`src/rtl/vga_frame_output_core_pkg.sv`:
```
// Shared types and constants for the VGA frame output core: pixel record,
// FIFO entry, FSM states and default 640x480 timing.
package vga_frame_output_core_pkg;
   localparam int R_SIZE   = 8;
   localparam int G_SIZE   = 8;
   localparam int B_SIZE   = 8;
   localparam int RGB_SIZE = R_SIZE + G_SIZE + B_SIZE;
   localparam int POS_W    = 12;

   localparam int DEF_H_DISPLAY = 640;
   localparam int DEF_H_FP      = 16;
   localparam int DEF_H_SYNC    = 96;
   localparam int DEF_H_BP      = 48;
   localparam int DEF_V_DISPLAY = 480;
   localparam int DEF_V_FP      = 10;
   localparam int DEF_V_SYNC    = 2;
   localparam int DEF_V_BP      = 33;
   localparam int DEF_PIX_DIV   = 2;
   localparam int DEF_FIFO_DEPTH   = 16;
   localparam int DEF_AFULL_MARGIN = 4;

   typedef struct packed {
      logic [POS_W-1:0]  hc;
      logic [POS_W-1:0]  vc;
      logic              start;
      logic [R_SIZE-1:0] r;
      logic [G_SIZE-1:0] g;
      logic [B_SIZE-1:0] b;
   } vga_frame_t;

   typedef struct packed {
      logic              start;
      logic [R_SIZE-1:0] r;
      logic [G_SIZE-1:0] g;
      logic [B_SIZE-1:0] b;
   } fifo_entry_t;

   typedef enum logic [1:0] {SEEK, ARMED, RUN} vga_state_e;

   function automatic logic in_window(input int cnt, input int lo, input int hi);
      return (cnt >= lo) && (cnt < hi);
   endfunction
endpackage

```
`src/rtl/vga_frame_output_core_if.sv`:
```
// Upstream pixel stream: valid + pixel record forward, stall backward.
interface vga_frame_output_core_if;
   import vga_frame_output_core_pkg::*;
   logic       source_vld;
   vga_frame_t source_frame;
   logic       stall;

   modport master (output source_vld, output source_frame, input stall);
   modport slave  (input source_vld, input source_frame, output stall);
endinterface

```
`src/rtl/vga_sync_fifo.sv`:
```
// Single-clock show-ahead FIFO; head is valid whenever empty is low.
module vga_sync_fifo #(
   parameter int DW    = 8,
   parameter int DEPTH = 16
) (
   input  logic                   clk,
   input  logic                   rst_n,
   input  logic                   push,
   input  logic [DW-1:0]          wdata,
   input  logic                   pop,
   output logic [DW-1:0]          head,
   output logic [$clog2(DEPTH):0] count,
   output logic                   empty,
   output logic                   full
);
   localparam int AW = $clog2(DEPTH);

   logic [DW-1:0] mem [DEPTH];
   logic [AW-1:0] wr_ptr, rd_ptr;
   logic          do_push, do_pop;

   assign empty   = (count == '0);
   assign full    = (count == (AW+1)'(DEPTH));
   assign do_push = push & ~full;
   assign do_pop  = pop & ~empty;
   assign head    = mem[rd_ptr];

   always_ff @(posedge clk or negedge rst_n) begin
      if (!rst_n) begin
         wr_ptr <= '0;
         rd_ptr <= '0;
         count  <= '0;
      end else begin
         if (do_push) wr_ptr <= wr_ptr + 1'b1;
         if (do_pop)  rd_ptr <= rd_ptr + 1'b1;
         case ({do_push, do_pop})
            2'b10:   count <= count + 1'b1;
            2'b01:   count <= count - 1'b1;
            default: ;
         endcase
      end
   end

   // Storage needs no reset: empty gates every use of head.
   always_ff @(posedge clk) begin
      if (do_push) mem[wr_ptr] <= wdata;
   end
endmodule

```
`src/rtl/vga_frame_output_core.sv`:
```
// VGA raster timing plus a pixel FIFO that aligns the upstream stream to the
// raster origin via the start flag and drops to black on loss of sync.
module vga_frame_output_core
   import vga_frame_output_core_pkg::*;
#(
   parameter int H_DISPLAY    = DEF_H_DISPLAY,
   parameter int H_FP         = DEF_H_FP,
   parameter int H_SYNC       = DEF_H_SYNC,
   parameter int H_BP         = DEF_H_BP,
   parameter int V_DISPLAY    = DEF_V_DISPLAY,
   parameter int V_FP         = DEF_V_FP,
   parameter int V_SYNC       = DEF_V_SYNC,
   parameter int V_BP         = DEF_V_BP,
   parameter int PIX_DIV      = DEF_PIX_DIV,
   parameter int FIFO_DEPTH   = DEF_FIFO_DEPTH,
   parameter int AFULL_MARGIN = DEF_AFULL_MARGIN
) (
   input  logic                    clk,
   input  logic                    rst_n,
   vga_frame_output_core_if.slave  src,
   output logic                    vga_hsync,
   output logic                    vga_vsync,
   output logic [R_SIZE-1:0]       vga_r,
   output logic [G_SIZE-1:0]       vga_g,
   output logic [B_SIZE-1:0]       vga_b,
   output logic                    underflow
);
   localparam int H_TOTAL = H_DISPLAY + H_FP + H_SYNC + H_BP;
   localparam int V_TOTAL = V_DISPLAY + V_FP + V_SYNC + V_BP;
   localparam int HW      = $clog2(H_TOTAL);
   localparam int VW      = $clog2(V_TOTAL);
   localparam int DIV_W   = (PIX_DIV > 1) ? $clog2(PIX_DIV) : 1;
   localparam int CW      = $clog2(FIFO_DEPTH) + 1;
   localparam logic [CW-1:0] STALL_AT = CW'(FIFO_DEPTH - AFULL_MARGIN);

   logic [DIV_W-1:0] div_cnt;
   logic [HW-1:0]    h_cnt;
   logic [VW-1:0]    v_cnt;
   logic             tick, active, at_origin;

   assign tick      = (div_cnt == '0);
   assign active    = (h_cnt < HW'(H_DISPLAY)) && (v_cnt < VW'(V_DISPLAY));
   assign at_origin = (h_cnt == '0) && (v_cnt == '0);

   always_ff @(posedge clk or negedge rst_n) begin
      if (!rst_n) begin
         div_cnt <= '0;
         h_cnt   <= '0;
         v_cnt   <= '0;
      end else begin
         div_cnt <= (div_cnt == DIV_W'(PIX_DIV - 1)) ? '0 : div_cnt + 1'b1;
         if (tick) begin
            if (h_cnt == HW'(H_TOTAL - 1)) begin
               h_cnt <= '0;
               v_cnt <= (v_cnt == VW'(V_TOTAL - 1)) ? '0 : v_cnt + 1'b1;
            end else begin
               h_cnt <= h_cnt + 1'b1;
            end
         end
      end
   end

   fifo_entry_t   wr_entry, head;
   logic [CW-1:0] fifo_count;
   logic          fifo_empty, fifo_full, push, pop, stall;
   logic          pos_unused;

   // Raster position from upstream is not stored; alignment comes from start.
   assign pos_unused = ^{src.source_frame.hc, src.source_frame.vc};
   assign wr_entry   = '{start: src.source_frame.start, r: src.source_frame.r,
                         g: src.source_frame.g, b: src.source_frame.b};
   assign stall      = rst_n & (fifo_count >= STALL_AT);
   assign src.stall  = stall;
   assign push       = src.source_vld & ~stall & ~fifo_full;

   vga_sync_fifo #(.DW($bits(fifo_entry_t)), .DEPTH(FIFO_DEPTH)) u_fifo (
      .clk   (clk),
      .rst_n (rst_n),
      .push  (push),
      .wdata (wr_entry),
      .pop   (pop),
      .head  (head),
      .count (fifo_count),
      .empty (fifo_empty),
      .full  (fifo_full)
   );

   vga_state_e              state, state_nx;
   logic [RGB_SIZE-1:0]     pix_nx;
   logic                    uf_nx;

   always_ff @(posedge clk or negedge rst_n) begin
      if (!rst_n) state <= SEEK;
      else        state <= state_nx;
   end

   always_comb begin
      state_nx = state;
      pop      = 1'b0;
      pix_nx   = '0;
      uf_nx    = 1'b0;
      unique case (state)
         SEEK: begin
            // Flush stale pixels at full clk rate until a frame start shows up.
            if (!fifo_empty) begin
               if (head.start) state_nx = ARMED;
               else            pop      = 1'b1;
            end
         end
         ARMED: begin
            if (tick && at_origin) begin
               pop      = 1'b1;
               pix_nx   = {head.r, head.g, head.b};
               state_nx = RUN;
            end
         end
         RUN: begin
            if (tick && active) begin
               if (fifo_empty || (head.start && !at_origin)) begin
                  uf_nx    = 1'b1;
                  state_nx = SEEK;
               end else begin
                  pop    = 1'b1;
                  pix_nx = {head.r, head.g, head.b};
               end
            end
         end
         default: state_nx = SEEK;
      endcase
   end

   always_ff @(posedge clk or negedge rst_n) begin
      if (!rst_n) begin
         vga_hsync <= 1'b1;
         vga_vsync <= 1'b1;
         {vga_r, vga_g, vga_b} <= '0;
         underflow <= 1'b0;
      end else begin
         underflow <= uf_nx;
         if (tick) begin
            vga_hsync <= ~in_window(int'(h_cnt), H_DISPLAY + H_FP, H_DISPLAY + H_FP + H_SYNC);
            vga_vsync <= ~in_window(int'(v_cnt), V_DISPLAY + V_FP, V_DISPLAY + V_FP + V_SYNC);
            {vga_r, vga_g, vga_b} <= pix_nx;
         end
      end
   end
endmodule

```
`src/flat_wrapper.sv`:
```
// flat-port wrapper written by rule: the top's interface ports become plain ports
module vga_frame_output_core_flat import vga_frame_output_core_pkg::*;
#(
   parameter int H_DISPLAY    = DEF_H_DISPLAY,
   parameter int H_FP         = DEF_H_FP,
   parameter int H_SYNC       = DEF_H_SYNC,
   parameter int H_BP         = DEF_H_BP,
   parameter int V_DISPLAY    = DEF_V_DISPLAY,
   parameter int V_FP         = DEF_V_FP,
   parameter int V_SYNC       = DEF_V_SYNC,
   parameter int V_BP         = DEF_V_BP,
   parameter int PIX_DIV      = DEF_PIX_DIV,
   parameter int FIFO_DEPTH   = DEF_FIFO_DEPTH,
   parameter int AFULL_MARGIN = DEF_AFULL_MARGIN
)
  (clk, rst_n, vga_hsync, vga_vsync, vga_r, vga_g, vga_b, underflow, src_source_vld, src_source_frame, src_stall);
  vga_frame_output_core_if src_i ();
  input  logic clk;
  input  logic rst_n;
  output logic vga_hsync;
  output logic vga_vsync;
  output logic [R_SIZE-1:0] vga_r;
  output logic [G_SIZE-1:0] vga_g;
  output logic [B_SIZE-1:0] vga_b;
  output logic underflow;
  input wire logic [$bits(src_i.source_vld)-1:0] src_source_vld;
  input wire logic [$bits(src_i.source_frame)-1:0] src_source_frame;
  output wire logic [$bits(src_i.stall)-1:0] src_stall;
  assign src_i.source_vld = src_source_vld;
  assign src_i.source_frame = src_source_frame;
  assign src_stall = src_i.stall;
  vga_frame_output_core #(.H_DISPLAY(H_DISPLAY), .H_FP(H_FP), .H_SYNC(H_SYNC), .H_BP(H_BP), .V_DISPLAY(V_DISPLAY), .V_FP(V_FP), .V_SYNC(V_SYNC), .V_BP(V_BP), .PIX_DIV(PIX_DIV), .FIFO_DEPTH(FIFO_DEPTH), .AFULL_MARGIN(AFULL_MARGIN)) u_core (.clk(clk), .rst_n(rst_n), .src(src_i), .vga_hsync(vga_hsync), .vga_vsync(vga_vsync), .vga_r(vga_r), .vga_g(vga_g), .vga_b(vga_b), .underflow(underflow));
endmodule
```
`config.mk`:
```
export PLATFORM = sky130hd
export DESIGN_NAME = vga_frame_output_core_flat
export DESIGN_NICKNAME = d
export VERILOG_FILES = /design/src/rtl/vga_frame_output_core_pkg.sv /design/src/rtl/vga_frame_output_core_if.sv /design/src/rtl/vga_sync_fifo.sv /design/src/rtl/vga_frame_output_core.sv /design/src/flat_wrapper.sv
export SDC_FILE = /design/constraint.sdc
export NUM_CORES = 1
export LEC_CHECK = 0
export ABC_AREA = 1
export BUFFER_PORTS_ARGS = -buffer_cell sky130_fd_sc_hd__buf_2
export CAP_MARGIN = 5
export CORE_MARGIN = 4
export CORE_UTILIZATION = 55
export CTS_BUF_LIST = sky130_fd_sc_hd__clkbuf_8 sky130_fd_sc_hd__clkbuf_16
export DETAILED_ROUTE_END_ITERATION = 10
export PLACE_DENSITY = 0.75
export SLEW_MARGIN = 20
export SYNTH_ARGS = -nofsm -noshare
export SYNTH_HDL_FRONTEND = slang
export SYNTH_SLANG_ARGS = --single-unit
```
`constraint.sdc`:
```
create_clock -name clk -period 2.6 [get_ports clk]
set_clock_uncertainty 0.05 [all_clocks]
set_input_delay 0.39 -clock clk [delete_from_list [all_inputs] [get_ports clk]]
set_output_delay 0.39 -clock clk [all_outputs]
set_load 0.02 [all_outputs]
```
==> out/metrics.yaml, run 1 <==
pwr:
  irDropWorstVdd_uv: 722
  p_per_area_nw_per_um2: 1010
  leakage_nw: 8.52
  total_power_mw: 22.5
synth:
  synth_compound_area_share_pct: 9.58
  ys_ff_latch: 463
  async_flop_share_pct: 13.6
  postSynthCellCount: 1586
  ys_warn_count: 0
  ys_seq_area_share_pct: 70.7
  synth_cell_type_count: 43
  synth_xor_area_share_pct: 0.501
  synth_top_family_by_area: "simple AND/OR/NAND/NOR gates"
  synth_edf_count: 400
  synthAdderAreaFrac_pct: 1.21
  synth_ff_type: "edfxtp_1"
  muxShareOfSynthArea_pct: 0
  synth_area_sq_um: 19200
  syn-num-nets: 1656
  synthSimpleGateAreaFrac_pct: 13.6
  synth_area_per_cell_sq_um: 12.1
detailed_routing:
  drt_iter0_drc: 1390
  dr_total_vias: 13000
  postRouteAntennaNets: 0
  drtPass1Iterations: 5
  drt_wl_total_um: 47000
  post_drt_wl_per_cell_um: 21.3
  vias_per_cell: 5.90
  drc_errors: 0
floorplanning:
  rows: 68
  die_w_um: 195
  die_area_sq_um: 38000
  start_util_pct: 55.6
  io_pins: 80
  die_h_um: 195
  core_area_sq_um: 34500
cells_and_area:
  fin_nets: 1787
  drive_above_1_share_pct: 17.5
  final_area_sq_um: 22400
  syn_to_final_growth_pct: 16.5
cts:
  cts.sinks: 463
  cts_made_buffers: 47
  path_clk_slew_ns: 0.06
  cts_tree: "done"
  insertion_delay_ns: 0.56
  clock-root-buffer: "clkbuf_16"
  cts_buffer_depth: 3
  h-tree-depth: 2
grt:
  grt_pass1_vias: 12800
  grt_antenna_before_repair: 2
  grt-ovfl-total: 0
  grt_max_degree: 153
  grt_usage_pct: 23.9
  grt_pass1_wl_um: 71400
outcome:
  status: "finished with violations"
  violations: "negative setup slack"
sta:
  setup_viol: 2
  finalWorstSetupSlack_ns: -0.149
  slew-limit-headroom_pct: 28.7
  worstMarginPinSlew_ns: 1.07
  period_needed_ns: 2.75
  hold_violations: 0
  rsz0062_at_grt: "true"
  min_period_over_period_pct: 106
  slew_violations: 0
  fmax_ghz: 0.364
setup_path:
  path_max_fanout: 8
  path_cells: "buf_12, nand2_4, nand3_2, nand3_2, nand3_2, nand2_2, nand2_2, nand3_4, nand3_4, nand2_2, inv_2, ha_4, buf_6, ha_4, a21oi_2, nor2_1, nor2_1, nand2_1, nand2_1, nor2_1, xor2_1"
  worstPathArrival_ns: 3.14
  required_ns: 2.99
  slowest_stage: "dfrtp_4"
  crit_type: "reg2reg"
  max_stage_delay_ns: 0.55
  cp-end-kind: "register"
  r2r_cells: 21
  startpoint_type: "register"
worst_hold_path:
  whs_path_depth: 1
  min_path_type: "in2reg"
placed_design:
  gp_congestion: 0.871
  placed_area_sq_um: 20600
  io_buffers: 55
  dp_hpwl_um: 25000
flow_run:
  maxCapViolations: 0
==> registers in the layout, summed over array words and instances (netlist names), 2 cells and up <==
register              count
u_core.state              2
u_core.v_cnt             10
u_core.vga_g              8
u_core.u_fifo.mem       400
u_core.u_fifo.count       5
u_core.h_cnt             10
u_core.vga_b              8
u_core.u_fifo.wr_ptr      4
u_core.u_fifo.rd_ptr      4
u_core.vga_r              8
==> power by group <==
part / internal, mW / switching, mW / total (mW) / leakage (nW)
logic: 2.39 / 4.59 / 6.97 / 3.29
clock network: 3.82 / 2.72 / 6.54 / 0.797
registers: 8.75 / 0.274 / 9.02 / 4.43
total: 15.0 / 7.58 / 22.5 / 8.52
==> layout by cell type, fill, tap and decap left out, drive strengths merged, types with 2 or more instances in the layout <==
master and count:
edfxtp 400, nand2 384, buf 168, nor2 131
a21oi 124, nand3 92, inv 85, o21ai 72
dfrtp 61, clkbuf 52, a221oi 21, a32o 21
ha 17, a22o 16, o211ai 16, clkinv 16
nand4 13, nor3 11, a31oi 9, xor2 8
a221o 4, nand3b 4, o221ai 4, bufinv 4
o21a 3, xnor2 3, nor4 2, dfstp 2
==> cell usage after synthesis (5+ instances only) <==
cell	number	area (sq um)
a21oi_1	124	621
a221oi_1	21	184
a22o_1	16	140
a31oi_1	9	56.3
a32o_1	21	210
buf_1	5	18.8
buf_2	32	160
buf_4	16	120
buf_6	18	203
clkbuf_1	18	67.6
dfrtp_1	61	1530
edfxtp_1	400	12000
ha_1	17	213
inv_1	66	248
nand2_1	380	1430
nand3_1	88	440
nand4_1	12	75.1
nor2_1	131	492
nor3_1	11	55.1
o211ai_1	16	120
o21ai_0	47	235
o21ai_1	25	125
xor2_1	8	70.1
==> per-stage QoR <==
stage | TNS, ns | hold slack (ns) | util [%] | worst slack [ns] | std cells
floorplan | -8.36 | 0.0444 | - | -0.0446 | 1586
global route | -0.692 | 0.147 | 64.8 | -0.341 | 2209
detailed placement | -0.232 | 0.348 | 59.5 | -0.179 | 2109
global placement | -0.148 | 0.351 | 59.5 | -0.148 | 2109
finish | -0.268 | 0.156 | 64.8 | -0.149 | 2209
CTS | -0.231 | 0.135 | 64.4 | -0.126 | 2202
==> critical path: cells and delay by family (launching register included) <==
family / cells / cell delay (ns)
buffers and inverters: 3 / 0.33
adder cells (fa/ha/maj): 2 / 0.38
XOR/XNOR: 1 / 0.15
AO/OA/AOI/OAI: 1 / 0.12
AND/OR/NAND/NOR: 14 / 1.04
flip-flops: 1 / 0.55
==> per-layer routing <==
| metal | share of wire, % | vias up | global-route usage (%) | wire length, um |
|---|---|---|---|---|
| met5 | 0 | - | 0 | 0 |
| met4 | 3.2 | 0 | 7.27 | 1520 |
| met3 | 8.8 | 104 | 4.26 | 4130 |
| met2 | 49 | 611 | 39.9 | 23000 |
| met1 | 39 | 6384 | 32.4 | 18300 |
| li1 | - | 5937 | - | - |
==> final timing paths <==
check	from	endpoint	slack [ns]
setup / recovery	u_core.u_fifo.rd_ptr[0]	u_core.u_fifo.count[4]	-0.15
hold / removal	src_source_frame[17]	u_core.u_fifo.mem[3][17]	0.16
setup reg to reg	u_core.u_fifo.rd_ptr[0]	u_core.u_fifo.count[4]	-0.15
hold reg to reg	u_core.vga_g[1]	u_core.vga_g[1]	0.42
max in group asynchronous	rst_n	u_core.u_fifo.rd_ptr[0]	1.07
min in group asynchronous	rst_n	u_core.vga_b[5]	0.33
==> what timing repair did <==
action | 4_1_cts | 5_1_grt
setup buffers | 6 | 5
hold buffers | 1 | 0
setup endpoints to repair | 3 | 243
pin swaps | 24 | 20
gates resized for setup | 26 | 24
cloned | 1 | 1
hold endpoints to repair | 10 | 0
==> cell families after synthesis <==
kind of cell / Yosys count
AO/OA/AOI/OAI: 296
AND/OR/NAND/NOR: 638
XOR/XNOR: 11
adder cells (fa/ha/maj): 18
flip-flops: 463
buffers and inverters: 160
==> layout make-up <==
type / instances / area (sq um)
timing repair inverter: 1 / 6.26
clock inverter: 34 / 267
inverter: 71 / 273
fill: 2556 / 12200
clock buffer: 51 / 1240
tap: 455 / 569
antenna: 1 / 2.50
sequential: 463 / 13600
multi-input combinational: 963 / 5090
timing repair buffer: 170 / 1340
(Power assumes the default switching activity.)
==> run 2, diff against run 1 <==
--- a/config.mk
+++ b/config.mk
@@ -9,10 +9,11 @@
 export BUFFER_PORTS_ARGS = -buffer_cell sky130_fd_sc_hd__buf_2
 export CAP_MARGIN = 5
 export CORE_MARGIN = 4
-export CORE_UTILIZATION = 55
+export CORE_UTILIZATION = 65
 export CTS_BUF_LIST = sky130_fd_sc_hd__clkbuf_8 sky130_fd_sc_hd__clkbuf_16
 export DETAILED_ROUTE_END_ITERATION = 10
-export PLACE_DENSITY = 0.75
+export PLACE_DENSITY = 0.83
+export RECOVER_POWER = 25
 export SLEW_MARGIN = 20
 export SYNTH_ARGS = -nofsm -noshare
 export SYNTH_HDL_FRONTEND = slang
==> constraint.sdc (replaced) <==
create_clock -name clk -period 3.33 [get_ports clk]
set_clock_uncertainty 0.05 [all_clocks]
set_input_delay 0.4995 -clock clk [delete_from_list [all_inputs] [get_ports clk]]
set_output_delay 0.4995 -clock clk [all_outputs]
set_load 0.02 [all_outputs]
==> out/metrics.yaml, run 2 (synthesis results as in run 1) <==
detailed_routing:
  postRouteAntennaNets: 0
  vias_per_cell: 6.39
  dr_total_vias: 13100
  drt_iter0_drc: 1656
  drt_wl_total_um: 46000
  drc_errors: 0
  post_drt_wl_per_cell_um: 22.4
  drtPass1Iterations: 8
setup_path:
  path_max_fanout: 5
  startpoint_type: "register"
  crit_type: "reg2reg"
  worstPathArrival_ns: 3.46
  required_ns: 3.76
  cp-end-kind: "register"
pwr:
  irDropWorstVdd_uv: 572
  total_power_mw: 16.9
  p_per_area_nw_per_um2: 795
  leakage_nw: 7.97
cts:
  cts.sinks: 463
  cts_buffer_depth: 3
  h-tree-depth: 2
  path_clk_slew_ns: 0.06
  insertion_delay_ns: 0.56
  cts_tree: "done"
  cts_made_buffers: 45
  clock-root-buffer: "clkbuf_16"
floorplanning:
  rows: 62
  die_h_um: 180
  die_area_sq_um: 32400
  start_util_pct: 66.4
  io_pins: 80
  die_w_um: 180
  core_area_sq_um: 28900
sta:
  slew_violations: 0
  period_needed_ns: 3.04
  finalWorstSetupSlack_ns: 0.294
  worstMarginPinSlew_ns: 1.05
  setup_viol: 0
  hold_violations: 0
  min_period_over_period_pct: 91.2
  slew-limit-headroom_pct: 30.3
  fmax_ghz: 0.329
grt:
  grt_usage_pct: 27.8
  grt_pass1_vias: 13100
  grt_max_degree: 139
  grt-ovfl-total: 0
  grt_pass1_wl_um: 71300
  grt_antenna_before_repair: 1
cells_and_area:
  final_cells: 2058
  regMostFlops: "u_core.u_fifo.mem"
  fin_nets: 1709
  final_util_pct: 73.7
  drive_above_1_share_pct: 10.3
  final_cell_mix: "400 x edfxtp_1, 380 x nand2_1, 124 x a21oi_1, 113 x nor2_1, 87 x nand3_1"
  largest_reg_flops: 400
  top_regs: "u_core.u_fifo.mem: 400 flops, u_core.h_cnt: 10 flops, u_core.v_cnt: 10 flops"
  final_area_sq_um: 21300
  layout_commonest_cell: "edfxtp_1"
  syn_to_final_growth_pct: 11.0
placed_design:
  io_buffers: 55
  placed_area_sq_um: 19900
  place_ws_ns: 0.107
  dp.cells: 1975
  gp_congestion: 0.807
  dp_hpwl_um: 24400
flow_run:
  maxCapViolations: 0
outcome:
  status: "complete, no violations"
worst_hold_path:
  min_path_type: "in2async"
## run 2: layout make-up
type                            instances  area, sq um
Antenna cell                            1         2.50
Clock inverter                         33          239
Clock buffer                           48         1180
Fill cell                            1794         7610
Sequential cell                       463        13600
Timing Repair Buffer                   95          616
Tap cell                              384          480
Multi-Input combinational cell        963         4940
Inverter                               71          274
## run 2: routing by layer
metal / up-vias / part of all wire [%] / track usage, %
met1: 6302 / 36 / 36.1
met3: 156 / 10 / 4.55
li1: 5773 / - / -
met4: 0 / 4.2 / 12.4
met2: 916 / 50 / 46.9
met5: - / 0 / 0
## run 2: through the flow
| step | setup TNS, ns | hold slack (ns) |
|---|---|---|
| 4_1_cts | 0 | 0.132 |
| 3_3_place_gp | 0 | 0.408 |
| 6_report | 0 | 0.0997 |
| 5_1_grt | -0.000496 | 0.184 |
| 2_1_floorplan | 0 | 0.154 |
| 3_5_place_dp | 0 | 0.411 |
## run 2: final timing paths
| path | from | end | slack (ns) | cells past startpoint |
|---|---|---|---|---|
| setup reg to reg | u_core.v_cnt[0] | u_core.u_fifo.count[4] | 0.29 | 21 |
| setup / recovery | u_core.v_cnt[0] | u_core.u_fifo.count[4] | 0.29 | 21 |
| max in group asynchronous | rst_n | u_core.u_fifo.rd_ptr[0] | 2.51 | 2 |
| hold / removal | rst_n | u_core.state[0] | 0.1 | 2 |
| hold reg to reg | u_core.vga_g[7] | u_core.vga_g[7] | 0.43 | 2 |
| min in group clk | src_source_frame[16] | u_core.u_fifo.mem[5][16] | 0.27 | 1 |
## run 2: timing repair
action,in CTS,in global routing
gates resized for setup,0,7
hold buffers,0,0
buffers inserted,0,1
endpoints found under the setup margin,0,1
## run 2: critical path, cell delays in order (launching register included)
cell and delay (ns):
dfrtp_1 0.40, inv_1 0.11, ha_2 0.21, nand3_1 0.09, nor3_2 0.18, nand3_2 0.13
nor2_1 0.13, nand2_1 0.10, nand3_2 0.11, nand2_2 0.09, inv_1 0.10, ha_4 0.15
inv_1 0.08, fa_1 0.36, inv_1 0.10, a21oi_1 0.08, nor2_1 0.09, nor2_1 0.05
nand2_1 0.05, nand2_1 0.06, nor2_2 0.09, xor2_1 0.16
## run 2: where the power goes
part / switching [mW] / total, mW / internal, mW
clock: 2.11 / 4.89 / 2.78
combinational: 3.46 / 4.99 / 1.53
sequential: 0.237 / 7.07 / 6.83
